### src/rtl/seq_detect_fsm.sv
`default_nettype none
// ============================================================================
//  Module      : seq_detect_fsm
//  Description : Parametrised serial sequence detector. Tracks the length of
//                the longest suffix of accepted bits that is a proper prefix
//                of PATTERN (MSB received first), raises a Mealy match flag
//                on the completing bit and keeps a saturating match count.
//                The next-state table is built at elaboration from PATTERN
//                using KMP-style fallback, so a failed bit never throws away
//                a partial match that is still viable.
//  Revision    : 1.0 - initial release
// ----------------------------------------------------------------------------
//  Parameters
//    N        pattern length in bits (2..16)
//    PATTERN  pattern to detect, PATTERN[N-1] is the first bit received
//    OVERLAP  1: overlapping matches allowed, 0: restart empty after a hit
//    CNT_W    width of the saturating match counter
//  Ports
//    clk        in   rising-edge clock
//    rst_n      in   asynchronous active-low reset
//    en         in   x is valid this cycle; FSM holds when low
//    x          in   serial data bit
//    clear      in   synchronous clear of state and counter (beats en)
//    z          out  match flag for the bit completing PATTERN
//    state      out  current matched-prefix length, 0..N-1
//    match_cnt  out  saturating count of matches
//  Build option
//    SEQ_DET_REG_OUT_EN  when defined, z is registered and appears one cycle
//                        after the completing bit; cleared by rst_n and clear.
// ============================================================================
module seq_detect_fsm #(
  parameter int             N       = 3,
  parameter logic [N-1:0]   PATTERN = N'(3'b101),
  parameter bit             OVERLAP = 1'b1,
  parameter int             CNT_W   = 8
) (
  input  logic                  clk,
  input  logic                  rst_n,
  input  logic                  en,
  input  logic                  x,
  input  logic                  clear,
  output logic                  z,
  output logic [$clog2(N)-1:0]  state,
  output logic [CNT_W-1:0]      match_cnt
);

  localparam int c_sw = $clog2(N);
  // Table covers every encodable state; codes >= N are unreachable and map to 0.
  localparam int c_ns = 1 << c_sw;

  typedef logic [c_sw-1:0] state_t;

  // --------------------------------------------------------------------------
  // Next matched-prefix length after appending bit b to a history whose
  // longest prefix-suffix is s. The candidate string is PATTERN's first s bits
  // followed by b; the result is the longest suffix of it that is a proper
  // prefix of PATTERN. Ascending k so the last hit is the longest.
  // --------------------------------------------------------------------------
  function automatic int kmp_next(input int s, input bit b);
    int res;
    int p;
    bit ok;
    bit sb;
    res = 0;
    if (s < N) begin
      for (int k = 1; k <= N - 1; k++) begin
        if (k <= s + 1) begin
          ok = 1'b1;
          for (int i = 0; i < k; i++) begin
            p  = s + 1 - k + i;
            sb = (p < s) ? PATTERN[N-1-p] : b;
            if (sb != PATTERN[N-1-i]) ok = 1'b0;
          end
          if (ok) res = k;
        end
      end
    end
    return res;
  endfunction

  // State after a full match with overlap: feeding the completing bit from
  // state N-1 yields exactly the longest proper border of PATTERN.
  localparam int c_border = kmp_next(N - 1, PATTERN[0]);

  state_t w_nxt0 [c_ns];
  state_t w_nxt1 [c_ns];

  for (genvar s = 0; s < c_ns; s++) begin : g_tbl
    assign w_nxt0[s] = state_t'(kmp_next(s, 1'b0));
    assign w_nxt1[s] = state_t'(kmp_next(s, 1'b1));
  end

  state_t             r_state;
  state_t             w_state_nxt;
  logic [CNT_W-1:0]   r_cnt;
  logic [CNT_W-1:0]   w_cnt_nxt;
  logic               w_hit;

  // --------------------------------------------------------------------------
  // State register
  // --------------------------------------------------------------------------
  always_ff @(posedge clk or negedge rst_n) begin
    if (!rst_n) begin
      r_state <= '0;
      r_cnt   <= '0;
    end else begin
      r_state <= w_state_nxt;
      r_cnt   <= w_cnt_nxt;
    end
  end

  // --------------------------------------------------------------------------
  // Next-state and Mealy output
  // --------------------------------------------------------------------------
  always_comb begin
    w_hit       = en & ~clear & (r_state == state_t'(N - 1)) & (x == PATTERN[0]);
    w_state_nxt = r_state;
    w_cnt_nxt   = r_cnt;
    if (clear) begin
      w_state_nxt = '0;
      w_cnt_nxt   = '0;
    end else if (en) begin
      if (w_hit) begin
        w_state_nxt = OVERLAP ? state_t'(c_border) : '0;
        if (r_cnt != {CNT_W{1'b1}}) begin
          w_cnt_nxt = r_cnt + CNT_W'(1);
        end
      end else begin
        w_state_nxt = x ? w_nxt1[r_state] : w_nxt0[r_state];
      end
    end
  end

`ifdef SEQ_DET_REG_OUT_EN
  logic r_z;

  // w_hit is already low while clear is high, so clear also zeroes r_z.
  always_ff @(posedge clk or negedge rst_n) begin
    if (!rst_n) begin
      r_z <= 1'b0;
    end else begin
      r_z <= w_hit;
    end
  end

  assign z = r_z;
`else
  assign z = w_hit;
`endif

  assign state     = r_state;
  assign match_cnt = r_cnt;

endmodule
`default_nettype wire
### config.mk
export PLATFORM = sky130hd
export DESIGN_NAME = seq_detect_fsm
export DESIGN_NICKNAME = d
export VERILOG_FILES = /design/src/rtl/seq_detect_fsm.sv
export SDC_FILE = /design/constraint.sdc
export NUM_CORES = 1
export LEC_CHECK = 0
export ABC_AREA = 0
export BUFFER_PORTS_ARGS = -buffer_cell sky130_fd_sc_hd__buf_2
export CAP_MARGIN = 30
export CELL_PAD_IN_SITES_DETAIL_PLACEMENT = 0
export CELL_PAD_IN_SITES_GLOBAL_PLACEMENT = 1
export CORE_MARGIN = 1
export CORE_UTILIZATION = 32
export DETAILED_ROUTE_END_ITERATION = 6
export PLACE_DENSITY_LB_ADDON = 0.1
export SLEW_MARGIN = 20
export SYNTH_ARGS = -nofsm -noshare
export SYNTH_HDL_FRONTEND = slang
export SYNTH_SLANG_ARGS = --single-unit
### constraint.sdc
create_clock -name clk -period 1.5 [get_ports clk]
set_clock_uncertainty 0.1 [all_clocks]
set_input_delay 0.225 -clock clk [delete_from_list [all_inputs] [get_ports clk]]
set_output_delay 0.225 -clock clk [all_outputs]
set_load 0.02 [all_outputs]
==> results of run 1 <==
[repair_timing]
action / in CTS / in global routing
gates resized for setup: 2 / 6
hold endpoints to repair: 10 / 0
hold buffers: 1 / 0
buffers inserted: 4 / 4
setup endpoints to repair: 1 / 5
pin swaps: 2 / 5
[layout by cell type (no fill, tap or decap), types with 2 or more instances in the layout]
cell      instances
buf_6             3
buf_4            13
xor2_1            2
nand2_1           5
nor2_1            3
nand2b_1          3
dfrtp_1           8
buf_2            13
a21oi_1           3
and2_1            2
nand4_1           2
clkbuf_4          3
mux2i_1           3
dfrtp_2           2
nand3_1           2
[flip-flops by register name, indices dropped and copies added, names as in the netlist]
register / count
match_cnt: 8
state: 2
[worst min-delay path: stages]
cell and delay, ns:
buf_2 0.12, nand3_1 0.07, a21oi_1 0.05
[Yosys cell counts, types with 2 or more instances]
cell type / instances
nand2b_1: 3
a21oi_1: 3
nand2_1: 5
nand3_1: 2
nand4_1: 2
and2_1: 2
xor2_1: 2
o21ai_0: 2
nor2_1: 3
mux2i_1: 3
dfrtp_1: 10
[power by group]
group,internal [uW],total [uW],switching (uW)
clock network,103,195,92.2
logic,21.9,44.6,22.7
registers,272,273,0.997
total,396,512,116
[kinds of logic (layout without fill, tap and decap cells)]
kind of cell    Yosys count  count (layout)  share of synthesized area, %
flops                    10              10                          46.3
compound gates           10              10                          13.9
xor+xnor                  2               2                          3.24
mux                       3               3                          5.56
simple gates             24              24                          26.6
fa+ha+maj                 1               1                          2.31
buf+inv                   2              35                          2.08
[area by class of cell]
| class | count | area, um2 |
|---|---|---|
| inverters | 1 | 3.75 |
| multi-input cells | 40 | 298 |
| flip-flops and latches | 10 | 253 |
| fillers | 156 | 734 |
| well taps | 16 | 20.0 |
| repair buffers | 30 | 206 |
| clock buffers | 4 | 26.3 |
[layer usage]
layer	wire (um)	vias to the layer above	global-route usage, %	part of all wire [%]
li1	-	257	-	-
met1	569	232	18.0	45
met2	611	15	22.7	49
met3	59	2	7.66	4.7
met4	14	0	3.64	1.1
met5	0	-	0	0
[final timing paths]
path,startpoint,to
hold reg to reg,match_cnt[7]$_DFFE_PN0P_,match_cnt[7]$_DFFE_PN0P_
min in group asynchronous,rst_n,match_cnt[2]$_DFFE_PN0P_
max in group asynchronous,rst_n,match_cnt[0]$_DFFE_PN0P_
setup / recovery,state[0]$_DFFE_PN0P_,z
setup reg to reg,match_cnt[1]$_DFFE_PN0P_,match_cnt[6]$_DFFE_PN0P_
hold / removal,x,state[0]$_DFFE_PN0P_
[metrics by stage]
step	setup slack, ns	utilization, %
after global placement	0.0536	44.0
after detailed placement	0.0427	44.0
after floorplan	-0.00986	-
after CTS	-0.0262	48.7
after global routing	-0.0835	52.4
final	-0.00823	52.4
==> summary.md, run 1 <==
| Metric | Value |
|---|---|
| First-pass GRT wire length | 1.97 mm |
| Core Region | 1540 um2 |
| Outcome | complete, but fails checks |
| Tcrit/Tclk final | 101% |
| CTS buffer count | 3 |
| Stages on worst setup path | 3 |
| Final hold violations | 0 |
| CP endpoint kind | output pin |
| Hold WC Path Type | input port to flip-flop |
| Critical path's slowest cell | dfrtp_1 |
| Die width | approximately 43 um |
| IO buf count | 15 |
| Clock tree buffer depth | 2 |
| Max IR drop VDD | 614 uV |
| Post-route setup TNS | -0.00823 ns |
| Setup-failing EPs final | 1 |
| Initial antenna violation count | 0 |
| Gr usage total | 14.7% |
| Slew margin rel. | 83.8% |
| Router iterations before antenna repair | 3 |
| Routed WL | 1.25 mm |
| Hold path depth | 3 |
| Critical path, cell by cell | and4bb_2, and2_4, buf_6 |
| Grt total ovfl | 0 |
| CTS HTree Levels | 1 |
| Layout area overhead | 49.3% |
| Max-Cap Viols | 0 |
| Cell taking the most area after synthesis | dfrtp_1 |
| Critical path's top delay family | simple AND/OR/NAND/NOR gates |
| Worst skew pair latency | 0.27 ns |
| Antenna-violating nets left | 0 |
| Min Tclk post-route | 1.51 ns |
| Placed cell area | 678 um2 |
| Vias after detailed routing | 506 |
| Synth top area cells | dfrtp_1, mux2i_1, nand2_1 |
| RSZ-0062 raised after global routing | true |
| Clk sinks | 10 |
| WP buf/inv | 1 |
| CTS tree | done |
| PD cells | 635 nW/um2 |
| Share of the synthesized area in the top cell type | between 40% and 50% |
| Gate Count Post-Synth | 52 |
| R2r worst-path depth | 5 |
| Starting Density | 35.1% |
| Worst hold slack | 0.141 ns |
| Die height | 43.1 um |
| Crit start category | flip-flop |
| Routed WL per cell | roughly 12 um |
| Fin. max-slew vios | 0 |
| Register area share after synthesis | 46.3% |
| Std-Cell Rows | 14 |
| Nets | 92 |
| Avg Inst Size Synth | 10.4 um2 |
| Fraction of registers with async set/reset | 100% |
| Mean number of vias per cell | 5.01 |
| CTS root buffer | clkbuf_4 |
| Worst setup path class | flip-flop to output pin |
| Total power | 512 uW |
| Vias in the first global route | 462 |
| Reg2reg setup slack | 0 ns |
| Syn Nets | 58 |
| Worst-Margin Slew | about 0.24 ns |
| Synth cell types | 26 |
| Worst-path clk slew | 0.07 ns |
| Antenna Cells | 0 |
| Pleak | 0.000408 uW |
| DP Cell Count | 88 |
| Fmax | 0.663 GHz |
| Top_reg_cell synth | dfrtp_1 |
| Failing checks | setup timing |
| Largest net degree at the start of global routing | 11 |
| Req. time, crit path | 1.17 ns |
| Share of layout cells above drive strength 1 | roughly 47% |
| Max incr delay on CP | approximately 0.37 ns |
| Synthesis-stage register bit count | 10 |
| Die Area | roughly 1900 um2 |
| Placer Congestion | 0.688 |
| YS warnings | 0 |
| Post-synth EDFFs | 0 |
| IO Count | 16 |
| DR iter-0 viols | 12 |
| Synthesized area | 541 um2 |
| Crit path arrival time | 1.18 ns |
| Setup ws final | -0.00823 ns |
| CP Max Fanout | 2 |
| Design Area, Final | 807 um2 |
| Post-Layout Cell Count | 101 |
| DRC | 0 |
No activity file was read; power rests on OpenSTA's default activity.
==> inputs of run 2 (changes only) <==
- GPL_TIMING_DRIVEN: default -> 0
==> summary.md, run 2 (synthesis results as in run 1) <==
| Metric | Value |
|---|---|
| Total power | 496 uW (-3.1%) |
| Fmax | 0.663 GHz (about the same) |
| Setup-failing EPs final | 1 (unchanged) |
| CTS HTree Levels | 1 (unchanged) |
| Fill cell count | 155 (-0.64%) |
| Antenna-violating nets left | 0 (unchanged) |
| Most common cell after layout, fill and taps aside | buf_2 |
| Share of layout cells above drive strength 1 | 44.3% (-2.8 points) |
| Router iterations before antenna repair | 4 (+1) |
| Detail Placement HPWL | 808 um |
| Setup ws final | -0.00766 ns (+0.000564 ns) |
| Internal Pwr Total | 390 uW (-1.6%) |
| Routed WL | 1.15 mm (-8.4%) |
| Vias after detailed routing | 490 (-3.2%) |
| IO buf count | 15 (unchanged) |
| PD cells | 658 nW/um2 (+3.6%) |
| Vias in the first global route | 462 (unchanged) |
| Highest routed layer | met4 |
| DR iter-0 viols | 4 (-8) |
| Pleak | 0.000374 uW (-8.4%) |
| Die width | 43.1 um (unchanged) |
| Routed WL per cell | 12.1 um (-2.6%) |
| Slew margin rel. | 83.7% (-0.14 points) |
| Switch Pwr | 106 uW (-8.4%) |
| Crit start category | flip-flop |
| Tcrit/Tclk final | 101% (about the same) |
| R2r worst-path depth | 5 (unchanged) |
| Max-Cap Viols | 0 (unchanged) |
| Max IR drop VDD | 528 uV (-14%) |
| Worst hold slack | 0.145 ns (+0.00455 ns) |
| CTS tree | done |
| Grt total ovfl | 0 (unchanged) |
| Failing checks | setup timing |
| First-pass GRT wire length | 2.02 mm (+2.8%) |
| Seq pwr share | 55.0% (+1.8 points) |
| Min Tclk post-route | 1.51 ns (-0.000564 ns) |
| Die Area | 1860 um2 (unchanged) |
| Std-Cell Rows | 14 (unchanged) |
| Antenna Cells | 0 (unchanged) |
| Comb power frac | 7.4% (-1.3 points) |
| Most frequent cells in the layout | buf_2, buf_4, dfrtp_1 |
| WL met2 | 533 um (-13%) |
| Hold path depth | 3 (unchanged) |
| CTS buffer count | 3 (unchanged) |
| Mean number of vias per cell | 5.16 (+3.0%) |
| Outcome | complete, but fails checks |
| Multi-input gate area | 300 um2 (+0.84%) |
| CP endpoint kind | output pin |
| Layout area overhead | 39.6% |
| IO Count | 16 (unchanged) |
| Worst-path clk slew | 0.06 ns (about the same) |
| Reg-to-Reg End | match_cnt[6]$_DFFE_PN0P_ |
| Worst skew pair latency | 0.26 ns (about the same) |
| Crit path arrival time | 1.18 ns (about the same) |
| Hold Crit Start | x |
| Placed cell area | 641 um2 (-5.5%) |
| Reg2reg setup slack | 0.02 ns (+0.02 ns) |
| Util after Layout | 48.9% (-3.4 points) |
| Placer Congestion | 0.687 (about the same) |
| Design Area, Final | 754 um2 (-6.5%) |
| Reg-to-reg startpoint | match_cnt[0]$_DFFE_PN0P_ |
| Die height | 43.1 um (unchanged) |
| Worst-Margin Slew | 0.242 ns (+0.00201 ns) |
| Hold worst-path end | state[0]$_DFFE_PN0P_ |
| Starting Density | 35.1% (unchanged) |
| Initial antenna violation count | 0 (unchanged) |
| Req. time, crit path | 1.17 ns (about the same) |
| CTS root buffer | clkbuf_4 |
| Final hold violations | 0 (unchanged) |
| Nets | 86 (-6.5%) |
| Gr usage total | 15.0% (+0.32 points) |
| Core Region | 1540 um2 (unchanged) |
| Clk sinks | 10 (unchanged) |
| Clk pwr share | 37.6% (-0.5 points) |
| Sw Ratio | 21.4% (-1.2 points) |
| Fin. max-slew vios | 0 (unchanged) |
| Largest register FFs | 8 (unchanged) |
| CP Max Fanout | 2 (unchanged) |
| DRC | 0 (unchanged) |
| Hold WC Path Type | input port to flip-flop |
| Clock tree buffer depth | 2 (unchanged) |
| Storage cell area | 253 um2 (unchanged) |
| M1 WL | 544 um (-4.4%) |
| Worst setup path class | flip-flop to output pin |
| RSZ-0062 raised after global routing | true |
| Largest net degree at the start of global routing | 11 (unchanged) |
| Wire length on met3 | 59 um (unchanged) |
## run 2: cell count changes in the layout (fill, tap and decap cells not counted), sizes merged
| cell | change |
|---|---|
| buf | -6 |
## run 2: power groups by stage
stage	clock (uW)	combinational, uW	sequential, uW
after floorplan	0	10.8	281
after global placement	0	31.6	279
after detailed placement	0	31.1	279
final	187	36.9	273
after CTS	198	37.9	273
after global routing	217	41.4	273
## run 2: metal layers
metal	GRT usage (%)	up-vias
li1	-	245
met3	6.81	2
met1	17.4	231
met5	0	-
met4	5.45	0
met2	24.2	12
## run 2: repair_timing
action                     CTS  global route
hold endpoints to repair    10             0
setup buffers                6             1
hold buffers                 1             0
pin swaps                    3             5
resized for setup            4             2
setup endpoints to repair    4             5
## run 2: critical path, stage by stage, from the launching register on
cell      delay [ns]
dfrtp_1         0.38
and4bb_2        0.30
and2_4          0.14
buf_6           0.11
## run 2: worst max-delay path by stage
| stage | startpoint | endpoint | slack [ns] | depth (start not counted) |
|---|---|---|---|---|
| after floorplan | match_cnt[0]$_DFFE_PN0P_ | match_cnt[5]$_DFFE_PN0P_ | -0.01 | 5 |
| after global placement | match_cnt[0]$_DFFE_PN0P_ | match_cnt[5]$_DFFE_PN0P_ | -0.06 | 5 |
| after detailed placement | match_cnt[0]$_DFFE_PN0P_ | match_cnt[5]$_DFFE_PN0P_ | -0.07 | 5 |
| after CTS | state[0]$_DFFE_PN0P_ | z | -0.02 | 3 |
| after global routing | state[0]$_DFFE_PN0P_ | z | -0.08 | 3 |
| final | state[0]$_DFFE_PN0P_ | z | -0.008 | 3 |
## run 2: metrics by stage
step | cells | TNS, ns | setup slack [ns]
final | 95 | -0.00766 | -0.00766
after global placement | 83 | -0.0599 | -0.0599
after floorplan | 52 | -0.00986 | -0.00986
after detailed placement | 83 | -0.0805 | -0.0659
after CTS | 94 | -0.0216 | -0.0216
after global routing | 95 | -0.245 | -0.0842
## run 2: area by class of cell
class | count | share of cell area [%]
Multi-Input combinational cell | 40 | 39.8
Sequential cell | 10 | 33.5
Timing Repair Buffer | 23 | 19.1
Clock buffer | 4 | 3.48
Tap cell | 16 | 2.65
Buffer | 1 | 0.995
Inverter | 1 | 0.498
==> inputs of run 3 (changes only) <==
- PLACE_DENSITY: default -> 0.72
- PLACE_DENSITY_LB_ADDON: 0.1 -> default
- REMOVE_ABC_BUFFERS: default -> 1
==> summary.md, run 3 (synthesis results as in run 1) <==
| Metric | Value |
|---|---|
| Mean number of vias per cell | 5.11 (-1.0%) |
| Crit path arrival time | 1.25 ns (+0.07 ns) |
| Vias in the first global route | 448 (-3.0%) |
| Starting Density | 35.1% (unchanged) |
| Most common cell after layout, fill and taps aside | buf_2 |
| Outcome | complete, but fails checks |
| DR iter-0 viols | 9 (+5) |
| Design Area, Final | 748 um2 (-0.83%) |
| Clk pwr share | 45.2% (+7.6 points) |
| CTS HTree Levels | 1 (unchanged) |
| CP Max Fanout | 3 (+1) |
| Std-Cell Rows | 14 (unchanged) |
| Req. time, crit path | 1.17 ns (about the same) |
| Antenna-violating nets left | 0 (unchanged) |
| Nets | 85 (-1.2%) |
| Max incr delay on CP | 0.40 ns (+0.02 ns) |
| WP buf/inv | 1 (unchanged) |
| Die Area | 1860 um2 (unchanged) |
| Vias after detailed routing | 480 (-2.0%) |
| Comb power frac | 6.4% (-1.0 points) |
| Seq pwr share | 48.4% (-6.6 points) |
| Pleak | 0.000374 uW (+0.18%) |
| Layout area overhead | 38.4% |
| Util after Layout | 48.5% (-0.41 points) |
| PD cells | 753 nW/um2 (+15%) |
| CTS root buffer | clkbuf_4 |
| Placed cell area | 628 um2 (-2.0%) |
| Worst setup path class | flip-flop to output pin |
| Critical path's slowest cell | dfrtp_1 |
| Setup ws final | -0.0796 ns (-0.0720 ns) |
| Clk sinks | 10 (unchanged) |
| Worst-path clk slew | 0.07 ns (about the same) |
| Storage cell area | 250 um2 (-0.99%) |
| Multi-input gate area | 290 um2 (-3.3%) |
| Hold WC Path Type | input port to flip-flop |
| Internal Pwr Total | 434 uW (+11%) |
| Antenna Cells | 0 (unchanged) |
| Fin. max-slew vios | 0 (unchanged) |
| Fmax | 0.633 GHz (-4.6%) |
| Largest net degree at the start of global routing | 12 (+1) |
| CTS buffer count | 3 (unchanged) |
| Largest register FFs | 8 (unchanged) |
| Slew margin rel. | 83.4% (-0.21 points) |
| Reg2reg setup slack | 0.01 ns (about the same) |
| RSZ-0062 raised after global routing | true |
| Max-Cap Viols | 0 (unchanged) |
| Die height | 43.1 um (unchanged) |
| Core Region | 1540 um2 (unchanged) |
| Min Tclk post-route | 1.58 ns (+0.0720 ns) |
| Final hold violations | 0 (unchanged) |
| Clock tree buffer depth | 2 (unchanged) |
| Fill cell count | 158 (+1.9%) |
| IO buf count | 15 (unchanged) |
| Switch Pwr | 129 uW (+22%) |
| First-pass GRT wire length | 1.91 mm (-5.4%) |
| CTS tree | done |
| Tcrit/Tclk final | 105% (+4.8 points) |
| Initial antenna violation count | 0 (unchanged) |
| Die width | 43.1 um (unchanged) |
| Router iterations before antenna repair | 4 (unchanged) |
| Max IR drop VDD | 407 uV (-23%) |
| Setup-failing EPs final | 1 (unchanged) |
| Worst-Margin Slew | 0.245 ns (+0.00317 ns) |
| Critical path, cell by cell | and4bb_2, and2_4, buf_6 |
| Gr usage total | 14.2% (-0.79 points) |
| Routed WL | 1.17 mm (+1.5%) |
| Failing checks | setup timing |
| Placer Congestion | 0.667 (-3.0%) |
| Routed WL per cell | 12.4 um (+2.6%) |
| Grt total ovfl | 0 (unchanged) |
| Sw Ratio | 23.0% (+1.6 points) |
| IO Count | 16 (unchanged) |
| CP endpoint kind | output pin |
| Worst skew pair latency | 0.27 ns (about the same) |
| Critical path's top delay family | simple AND/OR/NAND/NOR gates |
| Share of layout cells above drive strength 1 | 42.3% (-2.0 points) |
| DRC | 0 (unchanged) |
| Crit start category | flip-flop |
| Most frequent cells in the layout | buf_2, dfrtp_1, buf_4 |
run 3: stage by stage:
stage	worst slack, ns	hold WS, ns	power (uW)	std cells	setup TNS (ns)
6_report	-0.0796	0.127	564	94	-0.0796
5_1_grt	-0.126	0.152	586	94	-0.431
4_1_cts	-0.0999	0.125	563	92	-0.0999
3_5_place_dp	-0.0894	0.00295	308	82	-0.217
3_3_place_gp	-0.0980	-0.000627	308	82	-0.207
2_1_floorplan	-0.0870	-0.171	288	51	-0.255
run 3: final timing paths:
kind / from / end / cells after the start
setup / recovery: state[0]$_DFFE_PN0P_ / z / 3
max in group asynchronous: rst_n / match_cnt[0]$_DFFE_PN0P_ / 2
setup reg to reg: match_cnt[0]$_DFFE_PN0P_ / match_cnt[6]$_DFFE_PN0P_ / 5
hold / removal: x / state[0]$_DFFE_PN0P_ / 3
hold reg to reg: match_cnt[7]$_DFFE_PN0P_ / match_cnt[7]$_DFFE_PN0P_ / 1
min in group asynchronous: rst_n / match_cnt[6]$_DFFE_PN0P_ / 2
run 3: layout make-up:
type	instances	area share [%]
Tap cell	16	2.68
Sequential cell	10	33.4
Timing Repair Buffer	23	19.7
Clock buffer	4	4.85
Inverter	1	0.502
Multi-Input combinational cell	40	38.8
run 3: worst register-to-register path: stages (launching register included):
cell and delay (ns):
dfrtp_1 0.36, ha_2 0.18, nand4_1 0.18, o211a_4 0.31
nand4_1 0.11, mux2i_1 0.18
run 3: timing repair:
action / CTS / global route
setup buffers: 5 / 2
resized for setup: 4 / 3
pin swaps: 6 / 5
setup endpoints to repair: 5 / 7
gates cloned: 0 / 0
endpoints found under the hold margin: 10 / 0
hold buffers: 1 / 0
run 3: metal layers:
layer / part of all wire, % / vias up / routed length, um / track usage, %
met4: 0.86 / 0 / 10 / 7.27
met1: 46 / 224 / 533 / 18.5
met5: 0 / - / 0 / 0
met2: 49 / 11 / 566 / 22.1
li1: - / 243 / - / -
met3: 4.6 / 2 / 54 / 2.98
run 3: power groups by stage:
stage | sequential, uW | clock (uW) | combinational (uW)
after CTS | 274 | 258 | 31.6
after global routing | 273 | 273 | 40.1
after global placement | 279 | 0 | 28.7
after detailed placement | 279 | 0 | 28.7
final | 273 | 255 | 36.0
after floorplan | 281 | 0 | 6.94
